--- config.mk ---
export PLATFORM = sky130hd
export DESIGN_NAME = stopwatch_ctrl_flat
export DESIGN_NICKNAME = d
export VERILOG_FILES = /design/src/rtl/stopwatch_ctrl_if.sv /design/src/rtl/stopwatch_ctrl.sv /design/src/flat_wrapper.sv
export SDC_FILE = /design/constraint.sdc
export NUM_CORES = 1
export LEC_CHECK = 0
export CORE_AREA = 5 5 64 66
export DETAILED_ROUTE_END_ITERATION = 12
export DIE_AREA = 0 0 69 71
export PLACE_DENSITY = 0.62
export SYNTH_ARGS = -nofsm -noshare
export SYNTH_HDL_FRONTEND = slang
export SYNTH_SLANG_ARGS = --single-unit
--- constraint.sdc ---
create_clock -name clk -period 3.3 [get_ports clk]
set_input_delay 0.66 -clock clk [delete_from_list [all_inputs] [get_ports clk]]
set_output_delay 0.66 -clock clk [all_outputs]
set_load 0.05 [all_outputs]
--- src/rtl/stopwatch_ctrl_if.sv ---
// Button and status bundle for stopwatch_ctrl. The master drives the button
// pulses and observes the status; the controller implements the slave side.
interface stopwatch_if;
  logic       btn_run;
  logic       btn_clear;
  logic       btn_lap;
  logic       run;
  logic       clear;
  logic       tick;
  logic       hold;
  logic [1:0] state;

  modport master (
    output btn_run, btn_clear, btn_lap,
    input  run, clear, tick, hold, state
  );

  modport slave (
    input  btn_run, btn_clear, btn_lap,
    output run, clear, tick, hold, state
  );
endinterface

--- src/rtl/stopwatch_ctrl.sv ---
// Stopwatch run/stop/clear controller with tick prescaler and lap hold.
// Every output is a flop; the state register is visible on sw.state.
module stopwatch_ctrl #(
  parameter int TICK_DIV = 1000000
) (
  input  logic        clk,
  input  logic        rst,
  stopwatch_if.slave  sw
);

  localparam int PW = $clog2(TICK_DIV);
  localparam logic [PW-1:0] LAST = PW'(TICK_DIV - 1);

  typedef enum logic [1:0] {
    ST_STOP  = 2'b00,
    ST_RUN   = 2'b01,
    ST_CLEAR = 2'b10
  } state_e;

  // Held as plain bits so the unused 2'b11 encoding stays representable.
  logic [1:0]    state_q, state_d;
  logic          run_q, run_d;
  logic          clear_q, clear_d;
  logic          tick_q, tick_d;
  logic          hold_q, hold_d;
  logic [PW-1:0] presc_q, presc_d;

  always_comb begin
    state_d = ST_STOP;
    case (state_q)
      ST_STOP: begin
        if (sw.btn_clear)    state_d = ST_CLEAR;
        else if (sw.btn_run) state_d = ST_RUN;
        else                 state_d = ST_STOP;
      end
      ST_RUN:   state_d = sw.btn_run ? ST_STOP : ST_RUN;
      ST_CLEAR: state_d = ST_STOP;
      default:  state_d = ST_STOP;
    endcase
  end

  // run/clear are decoded from the next state so they line up with state.
  always_comb begin
    run_d   = (state_d == ST_RUN);
    clear_d = (state_d == ST_CLEAR);
  end

  // Prescaler advances only from RUN and freezes elsewhere to keep tick phase.
  always_comb begin
    presc_d = presc_q;
    tick_d  = 1'b0;
    hold_d  = hold_q;
    if (state_q == ST_RUN) begin
      if (presc_q == LAST) begin
        presc_d = '0;
        tick_d  = 1'b1;
      end else begin
        presc_d = presc_q + PW'(1);
      end
      if (sw.btn_lap) hold_d = ~hold_q;
    end else if (state_q == ST_CLEAR) begin
      presc_d = '0;
      hold_d  = 1'b0;
    end
  end

  always_ff @(posedge clk) begin
    if (!rst) begin
      state_q <= ST_STOP;
      run_q   <= 1'b0;
      clear_q <= 1'b0;
      tick_q  <= 1'b0;
      hold_q  <= 1'b0;
      presc_q <= '0;
    end else begin
      state_q <= state_d;
      run_q   <= run_d;
      clear_q <= clear_d;
      tick_q  <= tick_d;
      hold_q  <= hold_d;
      presc_q <= presc_d;
    end
  end

  assign sw.state = state_q;
  assign sw.run   = run_q;
  assign sw.clear = clear_q;
  assign sw.tick  = tick_q;
  assign sw.hold  = hold_q;

endmodule

--- src/flat_wrapper.sv ---
// flat-port wrapper written by rule: the top's interface ports become plain ports
module stopwatch_ctrl_flat 
#(
  parameter int TICK_DIV = 1000000
)
  (clk, rst, sw_btn_run, sw_btn_clear, sw_btn_lap, sw_run, sw_clear, sw_tick, sw_hold, sw_state);
  stopwatch_if sw_i ();
  input  logic clk;
  input  logic rst;
  input wire logic [$bits(sw_i.btn_run)-1:0] sw_btn_run;
  input wire logic [$bits(sw_i.btn_clear)-1:0] sw_btn_clear;
  input wire logic [$bits(sw_i.btn_lap)-1:0] sw_btn_lap;
  output wire logic [$bits(sw_i.run)-1:0] sw_run;
  output wire logic [$bits(sw_i.clear)-1:0] sw_clear;
  output wire logic [$bits(sw_i.tick)-1:0] sw_tick;
  output wire logic [$bits(sw_i.hold)-1:0] sw_hold;
  output wire logic [$bits(sw_i.state)-1:0] sw_state;
  assign sw_i.btn_run = sw_btn_run;
  assign sw_i.btn_clear = sw_btn_clear;
  assign sw_i.btn_lap = sw_btn_lap;
  assign sw_run = sw_i.run;
  assign sw_clear = sw_i.clear;
  assign sw_tick = sw_i.tick;
  assign sw_hold = sw_i.hold;
  assign sw_state = sw_i.state;
  stopwatch_ctrl #(.TICK_DIV(TICK_DIV)) u_core (.clk(clk), .rst(rst), .sw(sw_i));
endmodule
==> impl_metrics.json <==
{
  "status": "completed",
  "grt_max_degree": 21,
  "core_um2": 3523,
  "grt_usage_pct": 13.58,
  "end_kind": "flop",
  "vias_per_cell": 5.781,
  "synth_most_common_cell": "dfxtp_1",
  "hold_violations": 0,
  "drt-pass1-iter-count": 4,
  "synth_ff_type": "dfxtp_1",
  "drc_errors": 0,
  "r2r-end": "u_core.presc_q[14]$_SDFFE_PN0P_",
  "htree_levels": 1,
  "fp.dieArea_um2": 4899,
  "hold_end": "u_core.presc_q[19]$_SDFFE_PN0P_",
  "syn-num-nets": 181,
  "drt_iter0_drc": 168,
  "tightestPinTransition_ps": 511.0,
  "via_count": 1318,
  "numCtsBuffers": 3,
  "finalSetupTns_ps": 0,
  "synth_top_cell_area_share_pct": 35.22,
  "antenna_found_initial": 0,
  "maxSlewHeadroom_pct": 65.93,
  "synth-async-reset-ratio_pct": 0,
  "max_clock_freq_mhz": 453.0,
  "clock_latency_ps": 330,
  "antenna_left": 0,
  "grt_setup_unrepaired": "false",
  "layout-drive-gt1-share_pct": 11.11,
  "die_w_um": 69,
  "wirelength_um": 3308,
  "globalplace.congestion": 0.8908,
  "cp.required_ps": 3590,
  "cts_tree": "built",
  "layout.nets": 190,
  "critPathMaxFanout": 17,
  "io_pins": 11,
  "rows": 22,
  "syn_area_per_cell_um2": 8.591,
  "synth_edf_count": 0,
  "yosys.area.top_type": "dfxtp_1",
  "cts_sinks": 26,
  "crit_family": "adder cells",
  "synthCells": 172,
  "reg2reg_depth": 5,
  "cts_hold_buf": 0,
  "die_h_um": 71,
  "area_delta_synth_final_pct": 11.35,
  "whs_path_depth": 2,
  "grt_overflow": 0,
  "cpPeakStageDelay_ps": 610,
  "r2r_slack_ps": 1090,
  "worst_path_max_delay_cell": "ha_1",
  "cp.arrival_ps": 2490,
  "fillers": 383,
  "root_buffer": "clkbuf_4",
  "final_cell_count_no_fill": 228,
  "path_cells": "inv_1 -> ha_1 -> o2111ai_4 -> or4_1 -> a21bo_1",
  "hp-class": "reg2reg",
  "n_antenna_cell": 0,
  "fin_skew_ps": 4.190,
  "synth_area_um2": 1478,
  "vdd.ir_drop.worst_mv": 0.1696,
  "port_buffers": 10,
  "min_period_ps": 2208,
  "p_per_area_nw_per_um2": 335.7,
  "p_leak_nw": 0.5858,
  "post-cts-setup-buffers": 0,
  "ys_top_cells_by_count": "dfxtp_1 (26), nand2_1 (15), nand3_1 (13)",
  "ys_seq_elements": 26,
  "period_share_pct": 66.90,
  "hold_start": "u_core.presc_q[19]$_SDFFE_PN0P_",
  "grt_pass1_wl_um": 5692,
  "critical_path_class": "reg2reg",
  "ys_types": 47,
  "yosysWarningCount": 0,
  "hpwl_um": 2369,
  "synth_area_leaders": "dfxtp_1 (35%), nand3_1 (4.4%), nand2_1 (3.8%)",
  "path_clk_slew_ps": 150,
  "slew_viol_final": 0,
  "cp_num_buf_inv": 1,
  "ctsResizeCount": 0,
  "finalSetupViolations": 0,
  "fin_hold_ws_ps": 524.5,
  "place_inst": 224,
  "critPathLaunchType": "flop",
  "start_util_pct": 41.94,
  "post_drt_wl_per_cell_um": 14.51,
  "grt_pass1_vias": 1236,
  "cap_violations": 0,
  "reg2reg_from": "u_core.sw.state[0]$_SDFF_PN0_",
  "cts_max_path_buffers": 2,
  "ys_seq_area_share_pct": 35.22
}
logic make-up (layout without fill, tap and decap cells):
logic type | after synthesis | count (layout) | synth area share [%]
flops | 26 | 26 | 35.22
simple gates | 91 | 91 | 38.69
buf+inv | 14 | 22 | 4.233
xor+xnor | 1 | 1 | 0.5928
fa+ha+maj | 4 | 4 | 3.387
compound gates | 36 | 36 | 17.87
routing by layer:
| metal | GRT usage (%) | routed length [µm] | vias up |
|---|---|---|---|
| li1 | - | - | 655 |
| met2 | 22.35 | 1500 | 39 |
| met1 | 18.13 | 1612 | 616 |
| met5 | 0 | 0 | - |
| met4 | 3.905 | 65 | 0 |
| met3 | 2.557 | 129 | 8 |
cells in the final DEF, fill, tap and decap left out, types with 2 or more instances in the layout:
cell type         n
and3_1            7
nand2_1          15
a21o_1            3
nand4_2           2
clkbuf_4          3
nor3_1            7
inv_1             7
nor3b_1           3
or3_2             6
nor2_1            3
nand4_1           4
and2_1            3
nor4_1            4
o21ai_0           8
and3_2            2
nand2b_1          2
and4b_1           2
a31oi_1           5
nor2b_1           6
a21oi_1           3
clkdlybuf4s50_1  10
nand3_1          13
dfxtp_1          26
o21a_1            2
a21boi_0          4
a211o_1           2
o21bai_1          4
ha_1              4
or3_1             2
worst max-delay path by stage:
stage	from	endpoint	slack, ps	cells after the start
after floorplan	u_core.sw.state[0]$_SDFF_PN0_	u_core.presc_q[14]$_SDFFE_PN0P_	1240	5
final	u_core.sw.state[0]$_SDFF_PN0_	u_core.presc_q[14]$_SDFFE_PN0P_	1090	5
after global placement	rst	u_core.presc_q[14]$_SDFFE_PN0P_	1090	4
after detailed placement	rst	u_core.presc_q[14]$_SDFFE_PN0P_	1050	4
after CTS	u_core.sw.state[1]$_SDFF_PN0_	u_core.presc_q[14]$_SDFFE_PN0P_	1090	5
after global routing	u_core.sw.state[1]$_SDFF_PN0_	u_core.presc_q[14]$_SDFFE_PN0P_	900	5
worst register-to-register path, cell delays in order, from the launching register on:
cell and delay [ps]:
dfxtp_1 380, inv_1 70, ha_1 610, o2111ai_4 350
or4_1 570, a21bo_1 180
power breakdown:
part | switching (W) | leakage, nW | internal, W
sequential | 0.00000202 | 0.210 | 0.000318
clock | 0.0000998 | 0.0210 | 0.0000676
combinational | 0.0000403 | 0.355 | 0.0000251
final cells by class:
class                      count  area [µm²]  share of cell area (%)
sequential                    26       520.5                   31.63
inverter                       7       26.28                   1.597
multi-input combinational    132       894.6                   54.37
tap                           48       60.06                   3.650
clock buffer                   4       36.28                   2.205
timing repair buffer          11       107.6                   6.540
sequential cells by signal, summed over array words and instances, names as in the netlist:
name / count
u_core.presc_q: 20
u_core.sw.state: 2
u_core.sw.clear: 1
u_core.sw.hold: 1
u_core.sw.run: 1
u_core.sw.tick: 1
per-stage QoR:
stage	power (W)	cell area [µm²]	utilization (%)	worst slack [ps]
floorplan	0.0003723	1478	-	1240
global placement	0.0003903	1609	45.67	1087
detailed placement	0.0003916	1609	45.67	1050
CTS	0.0005574	1645	46.70	1090
global route	0.0005756	1645	46.70	902.5
finish	0.0005524	1645	46.70	1092
Power figures use the tool's default switching activity.
